## src/rtl/biquad_cfg_sequencer.sv

```systemverilog
`default_nettype none
// ============================================================================
// biquad_cfg_sequencer: shadow/active config banks, restart sequencing and
// stuck-bitstream watchdog for the 4-stage biquad sigma-delta filter.
// Revision: 1.0
// ============================================================================
module biquad_cfg_sequencer #(
    parameter int RESET_CYCLES = 4,
    parameter int STALL_LIMIT  = 1024,
    parameter int CNT_W        = 11
) (
    input  logic         filter_clock,
    input  logic         reset,
    input  logic         cfg_valid,
    output logic         cfg_ready,
    input  logic [3:0]   cfg_addr,
    input  logic [31:0]  cfg_data,
    input  logic         filter_out,
    output logic         filter_reset,
    output logic [159:0] ff_gains,
    output logic [127:0] fb_gains,
    output logic [11:0]  inline_gains,
    output logic [159:0] delay_ivalues,
    output logic         busy,
    output logic         stall_flag,
    output logic [7:0]   stall_count
);

    localparam int HOLD_W = (RESET_CYCLES > 1) ? $clog2(RESET_CYCLES) : 1;
    localparam logic [HOLD_W-1:0] HOLD_INIT = HOLD_W'(RESET_CYCLES - 1);
    localparam logic [CNT_W-1:0]  RUN_LAST  = CNT_W'(STALL_LIMIT - 2);

    typedef enum logic [0:0] {
        ST_RUN  = 1'b0,
        ST_HOLD = 1'b1
    } state_e;

    state_e              state_q, state_d;
    logic [HOLD_W-1:0]   hold_q, hold_d;
    logic [CNT_W-1:0]    run_q, run_d;
    logic                prev_q, prev_d;
    logic                prev_vld_q, prev_vld_d;
    logic                flag_q, flag_d;
    logic [7:0]          scnt_q, scnt_d;

    logic [31:0]         shadow_q [0:13];
    logic [31:0]         active_q [0:13];
    logic [11:0]         shadow_inl_q, active_inl_q;

    logic accept, cmd, commit, restart, clr, same, stall;

    assign accept  = cfg_valid && cfg_ready;
    assign cmd     = accept && (cfg_addr == 4'd15);
    assign commit  = cmd && cfg_data[0];
    assign restart = cmd && cfg_data[1];
    assign clr     = cmd && cfg_data[2];
    // run_q counts repeats after the first sample of a run
    assign same    = prev_vld_q && (filter_out == prev_q);
    assign stall   = (state_q == ST_RUN) && same && (run_q == RUN_LAST);

    always_comb begin
        state_d    = state_q;
        hold_d     = hold_q;
        run_d      = run_q;
        prev_d     = prev_q;
        prev_vld_d = prev_vld_q;
        flag_d     = flag_q;
        scnt_d     = scnt_q;

        if (state_q == ST_HOLD) begin
            run_d      = '0;
            prev_d     = 1'b0;
            prev_vld_d = 1'b0;
            if (hold_q == '0) begin
                state_d = ST_RUN;
            end else begin
                hold_d = hold_q - HOLD_W'(1);
            end
        end else begin
            prev_d     = filter_out;
            prev_vld_d = 1'b1;
            run_d      = same ? run_q + CNT_W'(1) : '0;
        end

        if (commit || restart || stall) begin
            state_d    = ST_HOLD;
            hold_d     = HOLD_INIT;
            run_d      = '0;
            prev_d     = 1'b0;
            prev_vld_d = 1'b0;
        end

        if (clr) begin
            flag_d = 1'b0;
            scnt_d = 8'd0;
        end
        // a stall on the same edge as a clear still registers
        if (stall) begin
            flag_d = 1'b1;
            scnt_d = (scnt_d == 8'hFF) ? scnt_d : scnt_d + 8'd1;
        end
    end

    always_ff @(posedge filter_clock) begin
        if (reset) begin
            state_q    <= ST_HOLD;
            hold_q     <= HOLD_INIT;
            run_q      <= '0;
            prev_q     <= 1'b0;
            prev_vld_q <= 1'b0;
            flag_q     <= 1'b0;
            scnt_q     <= 8'd0;
        end else begin
            state_q    <= state_d;
            hold_q     <= hold_d;
            run_q      <= run_d;
            prev_q     <= prev_d;
            prev_vld_q <= prev_vld_d;
            flag_q     <= flag_d;
            scnt_q     <= scnt_d;
        end
    end

    always_ff @(posedge filter_clock) begin
        if (reset) begin
            for (int i = 0; i < 14; i++) begin
                shadow_q[i] <= '0;
                active_q[i] <= '0;
            end
            shadow_inl_q <= '0;
            active_inl_q <= '0;
        end else begin
            if (accept && (cfg_addr <= 4'd13)) begin
                shadow_q[cfg_addr] <= cfg_data;
            end
            if (accept && (cfg_addr == 4'd14)) begin
                shadow_inl_q <= cfg_data[11:0];
            end
            if (commit) begin
                for (int i = 0; i < 14; i++) begin
                    active_q[i] <= shadow_q[i];
                end
                active_inl_q <= shadow_inl_q;
            end
        end
    end

    assign cfg_ready     = (state_q == ST_RUN);
    assign filter_reset  = (state_q == ST_HOLD);
    assign busy          = (state_q == ST_HOLD);
    assign stall_flag    = flag_q;
    assign stall_count   = scnt_q;
    assign ff_gains      = {active_q[4], active_q[3], active_q[2], active_q[1], active_q[0]};
    assign fb_gains      = {active_q[8], active_q[7], active_q[6], active_q[5]};
    assign delay_ivalues = {active_q[13], active_q[12], active_q[11], active_q[10], active_q[9]};
    assign inline_gains  = active_inl_q;

endmodule
`default_nettype wire
```

## config.mk

```make
export PLATFORM = sky130hd
export DESIGN_NAME = biquad_cfg_sequencer
export DESIGN_NICKNAME = d
export VERILOG_FILES = /design/src/rtl/biquad_cfg_sequencer.sv
export SDC_FILE = /design/constraint.sdc
export NUM_CORES = 1
export LEC_CHECK = 0
export BUFFER_PORTS_ARGS = -buffer_cell sky130_fd_sc_hd__buf_4
export CAP_MARGIN = 20
export CORE_AREA = 2 2 283 285
export DETAILED_ROUTE_END_ITERATION = 8
export DIE_AREA = 0 0 285 287
export SYNTH_ARGS = -nofsm -noshare
export SYNTH_HDL_FRONTEND = slang
export SYNTH_SLANG_ARGS = --single-unit
```

## constraint.sdc

```tcl
create_clock -name filter_clock -period 25.5 [get_ports filter_clock]
set_input_delay 5.1 -clock filter_clock [delete_from_list [all_inputs] [get_ports filter_clock]]
set_output_delay 5.1 -clock filter_clock [all_outputs]
set_load 0.1 [all_outputs]
```

# After elaboration in Yosys (flattened, before gate mapping)
# Memory sizes are Yosys's and may differ from the RTL's.
# Index checks and enable logic that the tools add are counted.
[classes] eq_ne=5 addsub=3 magnitude_cmp=1 n_reduce_logical=19 bitwise=17 muxes=33
[op_table] operator="32-bit 2-to-1 mux" n=15
[op_table] operator="32-bit OR reduction" n=1
[op_table] operator="8-bit 2-to-1 mux" n=3
[op_table] operator="1-bit 2-to-1 mux" n=14
[op_table] operator="1-bit bitwise OR" n=14
[op_table] operator="11-bit by 1-bit adder with 11-bit output, second input constant" n=1
[op_table] operator="11-bit by 10-bit == test with 1-bit output, second input constant" n=1
[op_table] operator="1-bit logical AND" n=10
[op_table] operator="8-bit by 1-bit adder with 8-bit output, second input constant" n=1
[op_table] operator="4-bit == test, second input constant" n=2
[op_table] operator="8-bit == test, second input constant" n=1
[op_table] operator="4-bit less-or-equal comparator, second input constant" n=1
[op_table] operator="4-bit 2-to-1 mux" n=1
[op_table] operator="4-bit OR reduction" n=1
[op_table] operator="1-bit inverter" n=3
[op_table] operator="3-bit OR reduction" n=1
[op_table] operator="2-bit zero test" n=1
[op_table] operator="1-bit logical OR" n=2
[op_table] operator="2-bit AND reduction" n=1
[op_table] operator="2-bit nonzero test" n=1
[op_table] operator="2-bit OR reduction" n=1
[op_table] operator="2-bit by 1-bit subtractor with 2-bit output, second input constant" n=1
[op_table] operator="1-bit == test" n=1
[totals] ram_bits=896 ff_bits=49 in_bits=40 n_memories=2
[mem_list] name="active_q" words=14 width=32 read_ports=14 rd_ports_with_merged_regs=0 wr=14 line_no="47" rtl="logic [31:0] active_q [0:13];"
[mem_list] name="shadow_q" words=14 width=32 read_ports=14 rd_ports_with_merged_regs=0 wr=14 line_no="46" rtl="logic [31:0] shadow_q [0:13];"

# Logic depth before layout (Yosys ltp)
# Gate-level depths: netlist (run 1).
[depth] depth_word=8 ltp_mapped=7 mapped_depth_nobuf=6

# Least setup slack after synthesis (run 1)
# No wires, ideal clock.
[synth_path] path_kind="input to register" from="input cfg_addr[2]" to="memory active_q[0][0], enable pin" arrival_time_ps=14438 setup_time_ps=793 path_slack_ps=10269 required_ps=24707 path_stages=5 cell_sequence="and4b_1 -> and3_1 -> a21oi_1 -> clkbuf_1 -> inv_1"
[synth_lines] item="start: declaration" line_no="16" rtl="input logic [3:0] cfg_addr,"
[synth_lines] item="end: declaration" line_no="47"

==> results of run 1 <==
[synth_stat cells (2+ instances only)]
master / n / area (µm²)
nor2b_1: 128 / 801
and4_1: 2 / 17.5
xor2_1: 5 / 43.8
a22o_1: 12 / 105
and3b_1: 2 / 17.5
and3_1: 6 / 37.5
xnor2_1: 6 / 52.6
nand3_1: 4 / 20.0
and4b_1: 2 / 20.0
edfxtp_1: 896 / 26900
nand3b_1: 2 / 15.0
nor3_1: 9 / 45.0
nor3b_1: 2 / 15.0
nand4b_1: 2 / 17.5
ha_1: 3 / 37.5
nand4_1: 2 / 12.5
buf_2: 6 / 30.0
o31ai_1: 2 / 15.0
dfxtp_1: 49 / 981
or2_2: 15 / 93.8
nand2_1: 16 / 60.1
inv_1: 7 / 26.3
mux2i_1: 12 / 120
nand2b_1: 4 / 25.0
clkbuf_1: 128 / 480
nor2_1: 36 / 135
a21oi_1: 7 / 35.0
or4_1: 2 / 15.0
and2_1: 770 / 4820
[area by class of cell]
type	count	area (µm²)	share of cell area, %
diodes	1	2.50	0.00580
clock buffers	120	2570	5.95
clock inverters	54	509	1.18
inverters	7	33.8	0.0783
multi-input cells	1065	6780	15.7
flip-flops and latches	945	27900	64.6
well taps	1050	1310	3.05
repair buffers	531	4040	9.37
[through the flow]
| stage | instance area [µm²] | hold slack [ns] | cells | worst slack [ns] | utilization (%) |
|---|---|---|---|---|---|
| global route | 43100 | 0.485 | 3772 | 17.30 | 54.9 |
| floorplan | 35100 | 0.437 | 2153 | 10.27 | - |
| CTS | 43100 | 0.467 | 3768 | 17.23 | 54.8 |
| finish | 43100 | 0.469 | 3773 | 17.51 | 54.9 |
| global placement | 40000 | 0.450 | 3594 | 16.61 | 50.9 |
| detailed placement | 40000 | 0.458 | 3594 | 16.53 | 50.9 |
[worst max-delay path, stage by stage]
cell and delay [ns]:
buf_4 0.15, and4b_1 0.29, and3_1 0.22, a21oi_1 0.08
buf_4 0.23, inv_8 0.47, buf_4 0.66, buf_4 0.76
[placed cells by master (no fill, tap or decap), types with 5 or more instances in the layout]
| master | Yosys | final |
|---|---|---|
| clkinv_1 | 0 | 17 |
| clkinv_2 | 0 | 20 |
| and2_1 | 770 | 770 |
| dfxtp_1 | 49 | 49 |
| nor2b_1 | 128 | 128 |
| nor2_1 | 36 | 26 |
| nor2_4 | 0 | 6 |
| clkbuf_16 | 0 | 99 |
| bufinv_16 | 0 | 9 |
| inv_1 | 7 | 6 |
| a22o_1 | 12 | 12 |
| clkbuf_1 | 128 | 20 |
| nor3_1 | 9 | 6 |
| xor2_1 | 5 | 5 |
| mux2i_1 | 12 | 12 |
| and3_1 | 6 | 6 |
| or2_2 | 15 | 15 |
| nand2_1 | 16 | 16 |
| buf_4 | 1 | 526 |
| edfxtp_1 | 896 | 896 |
| xnor2_1 | 6 | 6 |
| a21oi_1 | 7 | 7 |
[power by group]
part / leakage (nW) / switching (mW) / internal (mW)
Clock: 1.51 / 0.573 / 0.803
Sequential: 9.63 / 0.0244 / 1.75
Combinational: 5.64 / 0.293 / 0.0507
[per-layer routing]
metal  GRT usage (%)  vias up
met1            28.3     9482
met2            37.6      632
met3            3.29      117
met5               0        -
li1                -     8464
met4            7.17        0
[state kept, by name, summed over array words and instances (netlist names)]
name          count
hold_q            2
shadow_inl_q     12
run_q            11
stall_count       8
busy              1
active_q        448
inline_gains     12
prev_q            1
shadow_q        448
stall_flag        1
prev_vld_q        1
[cells by family (layout without fill, tap and decap cells)]
logic type	after synthesis	after routing	share of synthesized area, %
fa+ha+maj	3	3	0.107
mux	12	12	0.342
flops	945	945	79.4
buf+inv	143	712	1.56
simple gates	1010	1010	17.7
compound gates	29	29	0.630
xor+xnor	11	11	0.274
other cells	0	1	0
[path summary, 6_finish.rpt]
check | startpoint | slack (ns) | depth (start not counted) | end
min reg2reg | shadow_inl_q[3] | 0.47 | 1 | inline_gains[3]
max reg2reg | busy | 21.65 | 7 | active_q[0][78]
min | shadow_inl_q[3] | 0.47 | 1 | inline_gains[3]
max | cfg_addr[2] | 17.51 | 8 | active_q[0][78]
==> impl_metrics.toml, run 1 <==
[outcome]
status = "complete, no violations"

[die]
die_w_um = 285
dieHeight_um = 287
die-area_um2 = 81800
fp-row-count = 103
pin_count = 512
start_util_pct = 44.7
core_area_um2 = 78600

[placement]
dpl.hpwl_mm = 56.4
gp_congestion = 0.791
portBuffers = 511

[timing]
tns_ns = 0
rsz0062_at_grt = "no"
timing.final.crit_share_pct = 31.4
fmax_mhz = 125
fin_skew_ns = 0.0171
slew_headroom_pct = 24.0
fin_crit_ns = 7.99
setup_viol = 0
hold_viol_final = 0
worst_slew_pin_slew_ns = 1.14
slew_viol_final = 0

[worst_setup_path]
crit_path_start_kind = "input pin"
arrival_ns = 8.26
worstSetupEndpointType = "flip-flop"
critical_path_class = "in -> reg"
crit_fanout = 109
required_ns = 25.76

[clock_network]
cts_tree = "done"
post-cts-setup-buffers = 0
clock_path_buffers = 3
clkSlewWorstSetupHoldPaths_ns = 0.06
cts_resized = 0
cts_hold_buf = 0
cts_inserted_buffers = 95
root_buffer = "clkbuf_16"
h-tree-depth = 3
clock-sinks = 945
clkLatencyLatePin_ns = 0.63

[synthesis]
synth_edf_count = 896
synth_area_um2 = 35100
synth_warnings = 0
ys_ff_latch = 945
ys_types = 45
synthArstFlopShare_pct = 0
seq_area_frac_synth_pct = 79.4
synth_nets = 2196
synth_area_per_cell_um2 = 16.3
synthCells = 2153
synth_ff_type = "edfxtp_1"

[grt]
overflow = 0
grt_pass1_vias = 18800
grt_usage_pct = 21.7
antenna_found_initial = 8
grt_max_degree = 193
grt_pass1_wl_mm = 128

[routing]
highest_layer = "met4"
vias = 18700
wire_per_inst_um = 23.9
met3_length_mm = 5.08
drt_iter0_drc = 1623
totalWireLength_mm = 90.3
routed_via_density = 4.95
dr_wl_met2_mm = 45.8
dr.pass1.iters = 5
postRouteAntennaNets = 0
drc = 0
met1_length_mm = 36.9

[final_layout]
nets = 2688
nFillCells = 6358
syn2layout_area_growth_pct = 22.8
drive_above_1_share_pct = 25.8

[worst_hold_path]
hold_class = "reg -> reg"

[power]
ir_worst_vdd_mv = 0.0435
powerDensity_nw_per_um2 = 81.0
leakagePower_nw = 16.8
total_power_mw = 3.50

[flow_run]
maxCapViolations = 0
Power figures use the tool's default switching activity.
==> run 2: changes to the inputs <==
==> constraint.sdc (replaced) <==
create_clock -name filter_clock -period 8.1 [get_ports filter_clock]
set_input_delay 1.62 -clock filter_clock [delete_from_list [all_inputs] [get_ports filter_clock]]
set_output_delay 1.62 -clock filter_clock [all_outputs]
set_load 0.1 [all_outputs]
==> run 2 against run 1 <==
- highest routed layer is now met5
- non-clock buffer count down 4
- combinational power rose to 3.1 times the previous value
- largest cell class unchanged
- wire length up 1.5%
- critical path depth down 3
- cell area up 0.41%
- cell count about the same
- clock power rose to 3.3 times the previous value
==> impl_metrics.toml, run 2 (synthesis results as in run 1) <==
[grt]
antenna_found_initial = 14
grt_usage_pct = 22.1
grt_pass1_wl_mm = 130
overflow = 0
grt_max_degree = 321
grt_pass1_vias = 18700

[routing]
drt_iter0_drc = 1678
vias = 18500
dr_wl_met2_mm = 46.5
met3_length_mm = 6.30
routed_via_density = 4.90
met1_length_mm = 36.2
totalWireLength_mm = 91.7
wire_per_inst_um = 24.3
dr.pass1.iters = 5
highest_layer = "met5"
postRouteAntennaNets = 0
drc = 0

[worst_setup_path]
crit_path_start_kind = "input pin"
required_ns = 8.37
critical_path_class = "in -> reg"
worstSetupEndpointType = "flip-flop"
crit_fanout = 38
arrival_ns = 4.28

[die]
core_area_um2 = 78600
die_w_um = 285
dieHeight_um = 287
start_util_pct = 44.7
pin_count = 512
fp-row-count = 103
die-area_um2 = 81800

[power]
leakagePower_nw = 16.9
total_power_mw = 11.3
powerDensity_nw_per_um2 = 260
ir_worst_vdd_mv = 0.152

[placement]
gp_congestion = 0.845
dpl.hpwl_mm = 59.1
pre_cts_slack_ns = 3.25
portBuffers = 511

[timing]
fin_ws_ns = 4.08
fin_skew_ns = 0.0221
slew_viol_final = 0
setup_viol = 0
worst_slew_pin_slew_ns = 1.44
fmax_mhz = 249
fin_crit_ns = 4.02
slew_headroom_pct = 4.20
timing.final.crit_share_pct = 49.6
hold_viol_final = 0
rsz0062_at_grt = "no"

[outcome]
status = "complete, no violations"

[final_layout]
top_regs = "active_q (448), shadow_q (448)"
regArea_um2 = 27900
layout_common_cells = "896 x edfxtp_1, 770 x and2_1, 523 x buf_4"
multi_input_area_um2 = 6790
nFillCells = 6326
drive_above_1_share_pct = 26.1
nets = 2686
syn2layout_area_growth_pct = 23.3
layout_commonest_cell = "edfxtp_1"

[clock_network]
cts_hold_buf = 0
clock_path_buffers = 3
post-cts-setup-buffers = 0
h-tree-depth = 3
cts_resized = 0
clkLatencyLatePin_ns = 0.65
root_buffer = "clkbuf_16"
clkSlewWorstSetupHoldPaths_ns = 0.06
cts_tree = "done"
clock-sinks = 945
cts_inserted_buffers = 97

[flow_run]
maxCapViolations = 0

[worst_hold_path]
hold_class = "reg -> reg"
## run 2: changes by cell type in the layout (fill, tap and decap cells not counted), sizes merged
cell | previous run | this run
inv | 9 | 11
clkinvlp | 2 | 6
clkinv | 41 | 38
bufinv | 9 | 14
buf | 531 | 527
clkbuf | 120 | 118
## run 2: layer usage
layer / global-route usage [%] / up-vias
met1: 27.8 / 9242
met3: 4.74 / 132
met2: 38.1 / 659
li1: - / 8462
met5: 0 / -
met4: 7.66 / 2
## run 2: path summary, 6_finish.rpt
path,to,cells past startpoint,from,slack (ns)
max reg2reg,active_q[0][301],6,busy,4.76
min,inline_gains[6],1,shadow_inl_q[6],0.48
max,shadow_q[8][13],5,reset,4.08
min reg2reg,inline_gains[6],1,shadow_inl_q[6],0.48
## run 2: where the power goes
part           switching [mW]  internal, mW  total [mW]
Combinational           0.927         0.157        1.08
Clock                    1.86          2.73        4.59
Sequential             0.0787          5.51        5.59
Total                    2.87          8.40        11.3
## run 2: critical path, stage by stage
cell	delay (ns)
buf_4	0.24
nor3b_2	0.33
or3b_1	0.54
nor2_4	0.64
or2_2	0.84
## run 2: per-stage QoR
stage	instance area (µm²)	instances	hold slack, ns	utilization, %	TNS, ns
floorplan	35200	2153	0.437	-	-606.41
global placement	40000	3593	0.450	50.9	0
detailed placement	40000	3593	0.465	50.9	0
CTS	43300	3773	0.477	55.1	0
global route	43300	3774	0.495	55.1	0
finish	43300	3775	0.484	55.1	0
## run 2: final cells by class
type / count / share of cell area [%]
Clock buffer: 118 / 5.97
Multi-Input combinational cell: 1065 / 15.7
Antenna cell: 1 / 0.00578
Clock inverter: 62 / 1.63
Tap cell: 1050 / 3.03
Inverter: 7 / 0.0693
Sequential cell: 945 / 64.4
Timing Repair Buffer: 527 / 9.23
==> run 3: changes to the inputs <==
--- a/config.mk
+++ b/config.mk
@@ -5,11 +5,13 @@
 export SDC_FILE = /design/constraint.sdc
 export NUM_CORES = 1
 export LEC_CHECK = 0
+export ABC_AREA = 1
 export BUFFER_PORTS_ARGS = -buffer_cell sky130_fd_sc_hd__buf_4
 export CAP_MARGIN = 20
-export CORE_AREA = 2 2 283 285
+export CORE_AREA = 2 2 282 284
 export DETAILED_ROUTE_END_ITERATION = 8
-export DIE_AREA = 0 0 285 287
+export DIE_AREA = 0 0 284 286
+export PLACE_DENSITY = 0.65
 export SYNTH_ARGS = -nofsm -noshare
 export SYNTH_HDL_FRONTEND = slang
 export SYNTH_SLANG_ARGS = --single-unit
==> constraint.sdc (replaced) <==
create_clock -name filter_clock -period 3.8 [get_ports filter_clock]
set_input_delay 0.76 -clock filter_clock [delete_from_list [all_inputs] [get_ports filter_clock]]
set_output_delay 0.76 -clock filter_clock [all_outputs]
set_load 0.1 [all_outputs]
==> run 3 against run 2 <==
- clock-buffer cell count down 4
- cell count up 16%
- power up 110%
- largest cell class unchanged
- core utilization up 0.12 points
- setup slack worse by 2.7 ns
==> impl_metrics.toml, run 3 <==
[synthesis]
synthCells = 2717
synth_area_um2 = 35000
yosysMostFrequentCell = "nor2_1"
synthTopCellsByCount = "938 x nor2_1, 896 x edfxtp_1, 519 x inv_1"
synth_nets = 2760
synth_warnings = 0
synth_area_leaders = "edfxtp_1 77%, nor2_1 10%, inv_1 5.6%, dfxtp_1 2.8%, nand2_1 0.88%"
synth_top_area_cell = "edfxtp_1"
ys_ff_latch = 945
seq_area_frac_synth_pct = 79.6
synth_area_per_cell_um2 = 12.9
synth_top_area_share_pct = 76.8
synth_edf_count = 896
synth_ff_type = "edfxtp_1"
ys_types = 29
synthArstFlopShare_pct = 0

[worst_setup_path]
crit_fanout = 20
critical_path_class = "reg -> reg"
path_buf_inv = 3
crit_family = "simple AND/OR/NAND/NOR gates"
required_ns = 4.14
crit_path_start_kind = "flip-flop"
crit_path_top_delay_cell = "nand2_2"
path_cells = "inv_8 > nand2_1 > inv_1 > nand3_1 > nor3_2 > nand2_2 > nand2_2 > buf_4"
critPathMostFrequentCell = "nand2_2"
crit_path_max_incr_delay_ns = 0.48
worstSetupEndpointType = "flip-flop"
arrival_ns = 2.75

[die]
die-area_um2 = 81200
core_area_um2 = 78400
fp-row-count = 103
start_util_pct = 44.7
pin_count = 512
die_w_um = 284
dieHeight_um = 286

[placement]
gp_congestion = 0.797
portBuffers = 511
dpl.hpwl_mm = 59.5
place_area_um2 = 40200

[timing]
fmax_mhz = 416
tns_ns = 0
hold_viol_final = 0
slew_headroom_pct = 30.6
rsz0062_at_grt = "no"
slew_viol_final = 0
setup_viol = 0
fin_crit_ns = 2.40
fin_skew_ns = 0.0256
worst_slew_pin_slew_ns = 1.04
timing.final.crit_share_pct = 63.2

[final_layout]
layout_commonest_cell = "nor2_1"
drive_above_1_share_pct = 22.5
nets = 3298
syn2layout_area_growth_pct = 23.6
fin_area_um2 = 43300
layout_common_cells = "938 x nor2_1, 896 x edfxtp_1, 559 x buf_4"
top_regs = "active_q (448), shadow_q (448)"

[clock_network]
cts_hold_buf = 0
post-cts-setup-buffers = 0
clkSlewWorstSetupHoldPaths_ns = 0.06
clock-sinks = 945
cts_resized = 0
clkLatencyLatePin_ns = 0.65
clock_path_buffers = 3
cts_inserted_buffers = 95
root_buffer = "clkbuf_16"
cts_tree = "done"
h-tree-depth = 3

[grt]
grt_max_degree = 172
antenna_found_initial = 5
overflow = 0
grt_pass1_vias = 20200
grt_pass1_wl_mm = 132
grt_usage_pct = 22.2

[routing]
drt_iter0_drc = 1983
dr.pass1.iters = 6
vias = 20800
postRouteAntennaNets = 0
routed_via_density = 4.74
totalWireLength_mm = 91.2
drc = 0
wire_per_inst_um = 20.8

[power]
ir_worst_vdd_mv = 0.330
total_power_mw = 23.6
leakagePower_nw = 18.2
powerDensity_nw_per_um2 = 545

[worst_hold_path]
hold_class = "in -> reg"

[outcome]
status = "complete, no violations"

[flow_run]
maxCapViolations = 0
-- run 3: cells by family (layout without fill, tap and decap cells) --
kind of cell / count (synthesis) / in the layout / synth area share, %
compound gates: 43 / 43 / 0.629
xor+xnor: 7 / 7 / 0.175
other cells: 0 / 1 / 0
simple gates: 1064 / 1064 / 11.7
fa+ha+maj: 3 / 3 / 0.107
buf+inv: 655 / 1273 / 7.75
flops: 945 / 945 / 79.6
-- run 3: cell type report --
cell class / instances / area (µm²)
clock inverter: 63 / 603
sequential: 945 / 27900
clock buffer: 114 / 2480
inverter: 521 / 1960
fill: 6510 / 35100
multi-input combinational: 1117 / 4500
antenna: 1 / 2.50
tap: 1050 / 1310
timing repair buffer: 575 / 4520
-- run 3: final timing paths --
kind	from	end	slack, ns	depth (start not counted)
max	busy	shadow_q[5][5]	1.40	8
min	filter_out	prev_q	0.43	3
max reg2reg	busy	shadow_q[5][5]	1.40	8
min reg2reg	shadow_inl_q[5]	inline_gains[5]	0.47	2
-- run 3: where the power goes --
group / total [mW] / switching (mW) / internal (mW)
Combinational: 2.42 / 2.04 / 0.378
Sequential: 11.9 / 0.160 / 11.7
Clock: 9.26 / 3.96 / 5.29
Total: 23.6 / 6.16 / 17.4
-- run 3: stage by stage --
step / util (%) / std cells / hold slack (ns) / setup slack, ns
floorplan: - / 2717 / 0.441 / 0.0255
global placement: 51.3 / 4208 / 0.451 / 0.780
detailed placement: 51.3 / 4208 / 0.459 / 0.793
CTS: 55.2 / 4385 / 0.388 / 1.34
global route: 55.2 / 4386 / 0.407 / 1.22
finish: 55.2 / 4386 / 0.427 / 1.40
-- run 3: worst min-delay path: cells and delay by family --
family | cells | cell delay, ns
buffers and inverters | 2 | 0.20
and+or+nand+nor | 1 | 0.05
-- run 3: per-layer routing --
layer  routed length [µm]  global-route usage, %  share of wire (%)  vias up
li1                     -                      -                  -     9705
met1                36200                   28.8                 40    10200
met2                46700                   38.0                 51      802
met3                 6080                   4.02                6.7      128
met4                 2170                   7.01                2.4        8
met5                   46                      0              0.050        -
